--- src/rtl/johnson_dec.sv ---
// rtl/johnson_dec.sv - Johnson code decoder with successor-based lock tracking.
// Classifies, decodes and sequence-checks sampled codes; all outputs registered.
module johnson_dec #(
  parameter int WIDTH    = 4,
  parameter int LOCK_CNT = 2
) (
  input  logic                       clk,
  input  logic                       rstn,
  input  logic                       en,
  input  logic [WIDTH-1:0]           code_in,
  output logic [$clog2(2*WIDTH)-1:0] idx_out,
  output logic                       idx_valid,
  output logic                       illegal,
  output logic                       seq_err,
  output logic                       locked,
  output logic [7:0]                 err_cnt
);
  localparam int IW = $clog2(2*WIDTH);
  localparam logic [IW-1:0] LAST_IDX = IW'(2*WIDTH-1);
  localparam logic [3:0]    LOCK_TGT = 4'(LOCK_CNT);

  typedef enum logic {S_UNLOCKED = 1'b0, S_LOCKED = 1'b1} state_t;

  state_t        r_state, w_state_nxt;
  logic [3:0]    r_cnt, w_cnt_nxt;
  logic [IW-1:0] r_prev_idx, r_idx;
  logic          r_prev_ok, r_idx_valid, r_illegal, r_seq_err;
  logic [7:0]    r_err_cnt;

  logic [IW:0]   w_pop, w_trans;
  logic          w_legal;
  logic [IW-1:0] w_idx, w_succ;
  logic          w_step, w_stall, w_illegal, w_seq_err;

  // A code is a Johnson code exactly when it has at most one adjacent-bit transition.
  always_comb begin
    w_pop   = '0;
    w_trans = '0;
    for (int i = 0; i < WIDTH; i++)
      w_pop = w_pop + (IW+1)'(code_in[i]);
    for (int i = 0; i < WIDTH-1; i++)
      w_trans = w_trans + (IW+1)'(code_in[i] ^ code_in[i+1]);
  end

  assign w_legal = (w_trans <= (IW+1)'(1));

  always_comb begin
    w_idx = '0;
    if (code_in[WIDTH-1])
      w_idx = w_pop[IW-1:0];
    else if (w_pop != '0)
      w_idx = IW'((IW+1)'(2*WIDTH) - w_pop);
  end

  assign w_succ  = (r_prev_idx == LAST_IDX) ? '0 : r_prev_idx + IW'(1);
  assign w_step  = r_prev_ok && (w_idx == w_succ);
  assign w_stall = r_prev_ok && (w_idx == r_prev_idx);

  always_ff @(posedge clk or negedge rstn) begin
    if (!rstn) begin
      r_state <= S_UNLOCKED;
      r_cnt   <= '0;
    end else begin
      r_state <= w_state_nxt;
      r_cnt   <= w_cnt_nxt;
    end
  end

  always_comb begin
    w_state_nxt = r_state;
    w_cnt_nxt   = r_cnt;
    w_illegal   = 1'b0;
    w_seq_err   = 1'b0;
    if (en) begin
      if (!w_legal) begin
        w_illegal   = 1'b1;
        w_state_nxt = S_UNLOCKED;
        w_cnt_nxt   = '0;
      end else if (r_state == S_LOCKED) begin
        if (!w_step && !w_stall) begin
          w_seq_err   = 1'b1;
          w_state_nxt = S_UNLOCKED;
          w_cnt_nxt   = '0;
        end
      end else if (w_step) begin
        if (r_cnt + 4'd1 >= LOCK_TGT) begin
          w_state_nxt = S_LOCKED;
          w_cnt_nxt   = '0;
        end else begin
          w_cnt_nxt = r_cnt + 4'd1;
        end
      end else if (!w_stall) begin
        w_cnt_nxt = '0;
      end
    end
  end

  always_ff @(posedge clk or negedge rstn) begin
    if (!rstn) begin
      r_idx       <= '0;
      r_idx_valid <= 1'b0;
      r_illegal   <= 1'b0;
      r_seq_err   <= 1'b0;
      r_prev_idx  <= '0;
      r_prev_ok   <= 1'b0;
      r_err_cnt   <= '0;
    end else begin
      r_idx_valid <= en && w_legal;
      r_illegal   <= w_illegal;
      r_seq_err   <= w_seq_err;
      if (en) begin
        if (w_legal) begin
          r_idx      <= w_idx;
          r_prev_idx <= w_idx;
          r_prev_ok  <= 1'b1;
        end else begin
          r_prev_ok  <= 1'b0;
        end
      end
      if ((w_illegal || w_seq_err) && (r_err_cnt != 8'hFF))
        r_err_cnt <= r_err_cnt + 8'd1;
    end
  end

  assign idx_out   = r_idx;
  assign idx_valid = r_idx_valid;
  assign illegal   = r_illegal;
  assign seq_err   = r_seq_err;
  assign locked    = (r_state == S_LOCKED);
  assign err_cnt   = r_err_cnt;

endmodule

--- config.mk ---
export PLATFORM = sky130hd
export DESIGN_NAME = johnson_dec
export DESIGN_NICKNAME = d
export VERILOG_FILES = /design/src/rtl/johnson_dec.sv
export SDC_FILE = /design/constraint.sdc
export NUM_CORES = 1
export LEC_CHECK = 0
export ABC_AREA = 1
export CORE_MARGIN = 2
export CORE_UTILIZATION = 45
export DETAILED_ROUTE_END_ITERATION = 10
export PLACE_DENSITY = 0.69
export REMOVE_ABC_BUFFERS = 1
export SKIP_CTS_REPAIR_TIMING = 1
export SLEW_MARGIN = 15
export SYNTH_ARGS = -nofsm -noshare
export SYNTH_HDL_FRONTEND = slang
export SYNTH_SLANG_ARGS = --single-unit
--- constraint.sdc ---
create_clock -name clk -period 5.2 [get_ports clk]
set_input_delay 1.04 -clock clk [delete_from_list [all_inputs] [get_ports clk]]
set_output_delay 1.04 -clock clk [all_outputs]
set_load 0.05 [all_outputs]
==> results of run 1 <==
## critical path: stages
cell             delay (ns)
clkdlybuf4s50_1        0.68
inv_2                  0.07
fa_1                   0.48
inv_1                  0.05
ha_1                   0.17
ha_1                   0.26
inv_1                  0.04
ha_1                   0.31
or2_4                  0.26
nand3_2                0.08
nand2_2                0.08
nand3_4                0.09
nand4_4                0.10
nand2_4                0.14
nand2_4                0.09
nand2_1                0.09
nand2_1                0.05
## placed cells by master, fill, tap and decap left out, drive strengths merged
cell	Yosys	layout
inv	22	22
fa	1	1
dfrtp	20	20
a21oi	1	1
nor3	1	1
nand3b	1	1
nand2	42	42
clkdlybuf4s50	0	21
o21bai	1	1
xnor2	4	4
or2	2	2
nand3	27	27
nor2	8	8
ha	11	11
clkbuf	0	4
o21ai	7	7
nand4	3	3
and2	3	3
xor2	6	6
## cell usage after synthesis (2+ instances only)
library cell and count:
and2_1 3, nor2_2 2, ha_1 11, nand3_2 4, inv_2 6, nand2_2 6
nand2_4 2, xor2_1 6, o21ai_1 5, nand2_1 34, nand4_1 2, nand3_1 22
inv_1 16, nor2_1 5, dfrtp_1 20, xnor2_1 4
## flip-flops by register name, indices dropped and copies added (netlist names)
register and count:
locked 1, idx_valid 1, err_cnt 8, illegal 1, r_prev_ok 1, idx_out 3
r_cnt 4, seq_err 1
## power by group
part | internal (W) | total (W) | leakage [nW] | switching (W)
combinational | 0.000118 | 0.000334 | 0.539 | 0.000216
clock | 0.0000428 | 0.0000904 | 0.0210 | 0.0000476
sequential | 0.000183 | 0.000220 | 0.265 | 0.0000369
total | 0.000343 | 0.000644 | 0.825 | 0.000301
## metal layers
layer | GRT usage [%] | part of all wire (%)
met5 | 0 | 0
met4 | 5.84 | 0.70
met3 | 1.97 | 1.7
met2 | 30.6 | 50
met1 | 22.7 | 48
## final cells by class
cell class,instances,area (um2),share of cell area [%]
inverter,22,82.6,4.97
tap,33,41.3,2.49
timing repair buffer,21,210,12.7
clock buffer,4,36.3,2.19
multi-input combinational,118,790,47.6
sequential,20,500,30.1
## cell families after synthesis
kind of cell | count (synthesis) | share of synthesized area (%)
simple gates | 87 | 34.5
xor+xnor | 10 | 6.33
buf+inv | 23 | 6.78
fa+ha+maj | 12 | 11.4
flops | 20 | 36.2
compound gates | 9 | 4.79
## stage by stage
step	util (%)	hold slack, ns	total power [W]	std cells
2_1_floorplan	-	0.478	0.000457	160
3_3_place_gp	54.5	0.500	0.000547	214
6_report	55.8	0.516	0.000644	218
3_5_place_dp	54.5	0.499	0.000558	214
5_1_grt	55.8	0.568	0.000691	218
4_1_cts	55.8	0.525	0.000648	218
## worst paths after layout
path | to | slack [ns] | cells after the start
max in group asynchronous | err_cnt[5] | 3.44 | 1
min in group asynchronous | r_cnt[1] | 1.22 | 1
min reg2reg | r_cnt[3] | 0.52 | 1
max | err_cnt[4] | 1.31 | 17
min | r_cnt[3] | 0.52 | 1
max reg2reg | err_cnt[4] | 3.27 | 11
==> metrics, run 1 <==
Congestion Overflow GR 0; power density over cell area 388 nW/um2; ratio of cells with drive above 1 in the final layout 16.8%; vias per cell 5.07; library cells used by synthesis 29; fill count 289; startpoint types input pin; Area contributors post-synth dfrtp_1 36%, ha_1 9.9%, nand2_1 9.2%, nand3_1 8.0%, inv_1 4.3%; count of final setup violators 0; crit path from code_in[3]; # rows 20; outcome finished clean; predominant post-synthesis flop cell dfrtp_1; global placement routability congestion 0.829; pre-CTS WS 0.975 ns; Max-slew headroom 40.9%; HP Class reg2reg; Seq cells post-synth 20; DRT iter0 DRCs 39; Starting Density 46.5%; die width 59.5 um; synth warn 0; IO Port Bufs 21; core area 2980 um2; Global Route Usage Sum 17.7%; post-synth top area share 36.2%; sequential element share of the synthesized area 36.2%; asr flop ratio synth 100%; post-synthesis cell area 1380 um2; post-route ant nets 0; initial antenna violation count 0; Vert. Die Dim 59.5 um; Hold Startpoint r_cnt[3]; first-pass GRT wire length 4.75 mm; worst path arrival time 4.09 ns; RR Startpoint idx_out[0]; CTS Buf Count 3; clock latency on the worst-skew pair 0.30 ns; synthesized area per cell 8.60 um2; pin count of the biggest net entering global routing 21; CTS sink count 20; maximum vdd ir drop 0.162 mV; setup TNS 0 ns; Root Buffer clkbuf_4; EDFF count, synth 0; Final Hold Vio Count 0; CP Capture Type flip-flop; clock tree buffer depth 2; f_max 257 MHz; drt pass-1 iters 4; Remaining DRCs 0; Max Cap Viol 0; via count 1105; Slew @ Worst Pin 0.883 ns; post-route setup slack 1.31 ns; Worst Clk Skew 0.00235 ns; Yosys top cell by area dfrtp_1; Routed WL per cell 12.4 um; DRT Wirelength 2.71 mm; RSZ-0062 raised after global routing false; vias in the first global route 1098; max-slew violation count 0; crit path max fanout 9; post-synthesis cell count 161; P_leak 0.825 nW; CTS tree done; placed instance area 1620 um2; Synth-to-Final Area Change 20.0%; Reg clk slew, reported paths 0.11 ns; fin area 1660 um2; Crit Path Class in2reg; period utilization 74.8%; die area 3530 um2; CP required 5.40 ns; DP HPWL 2.19 mm; minimum clock period 3.89 ns; # diodes 0; final net count 205; H-tree depth 1; I/O pin count 22
(Power assumes the default switching activity.)
==> run 2, diff against run 1 <==
Settings changed: PLACE_DENSITY 0.69 to 0.72.
Clock period 5.2 ns to 3.5 ns, I/O delays scaled along.
==> run 2 against run 1 <==
Register-to-register slack worse by 1.7 ns. Critical path type unchanged. Design area up 5.1%. Total power up 58%. Critical path depth unchanged. Cell count up 4.1%. Core utilization up 2.9 points. First-iteration DRC count up 23%. Clock-buffer cell count down 1. Via count up 3.0%. Worst setup slack worse by 1.1 ns. Clock skew up 0.0084 ns.
==> metrics, run 2 (synthesis gave the netlist of run 1 again) <==
outcome finished clean; via count 1138; period utilization 95.1%; cell total after placement 222; DRT iter0 DRCs 48; Global Route Usage Sum 17.9%; Vert. Die Dim 59.5 um; startpoint types input pin; pre-CTS WS -0.217 ns; CTS tree done; ratio of cells with drive above 1 in the final layout 21.1%; Congestion Overflow GR 0; Max Cap Viol 0; pin count of the biggest net entering global routing 21; max reg flops 8; crit path max fanout 8; Pwr Total 0.00102 W; commonest non-fill, non-tap cell in the layout nand2_1; first-pass GRT wire length 4.82 mm; vias per cell 5.01; Worst Clk Skew 0.0108 ns; drt pass-1 iters 4; die area 3530 um2; RR Startpoint idx_out[0]; WHS 0.539 ns; post-route setup slack 0.172 ns; minimum clock period 3.33 ns; Layout Cells excl Fill 227; count of final setup violators 0; CP Capture Type flip-flop; Remaining DRCs 0; RSZ-0062 raised after global routing false; reg2reg path depth 10; HP Class reg2reg; Routed WL per cell 12.0 um; most frequent cells in the layout 34 x nand2_1, 22 x nand3_1, 20 x dfrtp_1, 20 x clkdlybuf4s50_1, 15 x inv_1; clock latency on the worst-skew pair 0.30 ns; IO Port Bufs 21; Max-slew headroom 41.5%; final net count 214; clock tree buffer depth 2; CP required 3.70 ns; maximum vdd ir drop 0.232 mV; Starting Density 46.5%; placed instance area 1680 um2; Synth-to-Final Area Change 26.1%; worst hold stages 1; fill count 277; Slew @ Worst Pin 0.875 ns; crit path from code_in[1]; vias in the first global route 1138; Root Buffer clkbuf_4; f_max 300 MHz; P_leak 0.884 nW; Reg clk slew, reported paths 0.12 ns; DP HPWL 2.20 mm; global placement routability congestion 0.785; # rows 20; Hold Startpoint r_cnt[3]; max-slew violation count 0; Crit Path Class in2reg; I/O pin count 22; DRT Wirelength 2.73 mm; fin area 1750 um2; core area 2980 um2; Final Hold Vio Count 0; worst path arrival time 3.52 ns; CTS Buf Count 3; # diodes 0; H-tree depth 1; die width 59.5 um; CTS sink count 20; post-route ant nets 0; power density over cell area 584 nW/um2; initial antenna violation count 0
## run 2: changes by cell type in the layout (fill, tap and decap cells not counted)
cell	previous run	this run
clkdlybuf4s50_1	21	20
bufinv_16	0	1
nand2_2	6	7
inv_2	6	7
inv_1	16	15
buf_4	0	8
clkbuf_8	1	0
dlymetal6s2s_1	0	1
## run 2: final cells by class
type / count / area (um2) / share of cell area (%)
tap: 33 / 41.3 / 2.37
inverter: 22 / 82.6 / 4.73
sequential: 20 / 500 / 28.7
multi-input combinational: 119 / 796 / 45.6
clock buffer: 3 / 22.5 / 1.29
clock inverter: 1 / 30.0 / 1.72
timing repair buffer: 29 / 273 / 15.6
## run 2: per-stage QoR
| step | utilization [%] | setup TNS, ns |
|---|---|---|
| 6_report | 58.6 | 0 |
| 5_1_grt | 58.6 | 0 |
| 4_1_cts | 58.3 | 0 |
| 3_5_place_dp | 56.6 | -1.99 |
| 3_3_place_gp | 56.6 | -0.848 |
| 2_1_floorplan | - | 0 |
## run 2: where the power goes
group          switching [W]  internal (W)  total, W
Sequential         0.0000558      0.000271  0.000327
Clock              0.0000707      0.000116  0.000186
Combinational       0.000320      0.000185  0.000506
## run 2: routing by layer
metal	share of wire [%]	up-vias	global-route usage (%)
li1	-	590	-
met1	43	531	23.0
met2	53	13	30.1
met3	2.2	4	2.40
met4	1.3	0	7.14
met5	0	-	0
## run 2: worst paths after layout
check                             end  slack, ns
max in group asynchronous   r_prev_ok       2.08
min in group asynchronous  err_cnt[4]       0.88
setup reg to reg             r_cnt[2]       1.56
setup / recovery           err_cnt[1]       0.17
hold reg to reg              r_cnt[3]       0.54
hold / removal               r_cnt[3]       0.54
## run 2: worst max-delay path: stages
cell and delay, ns:
clkdlybuf4s50_1 0.47, inv_1 0.06, fa_1 0.51, inv_1 0.06
ha_1 0.17, ha_1 0.27, inv_1 0.04, ha_1 0.28
or2_4 0.25, nand3_2 0.08, nand2_2 0.08, nand3_4 0.09
nand4_4 0.12, nand2_4 0.14, nand2_4 0.08, nand2_1 0.08
nand2_1 0.05
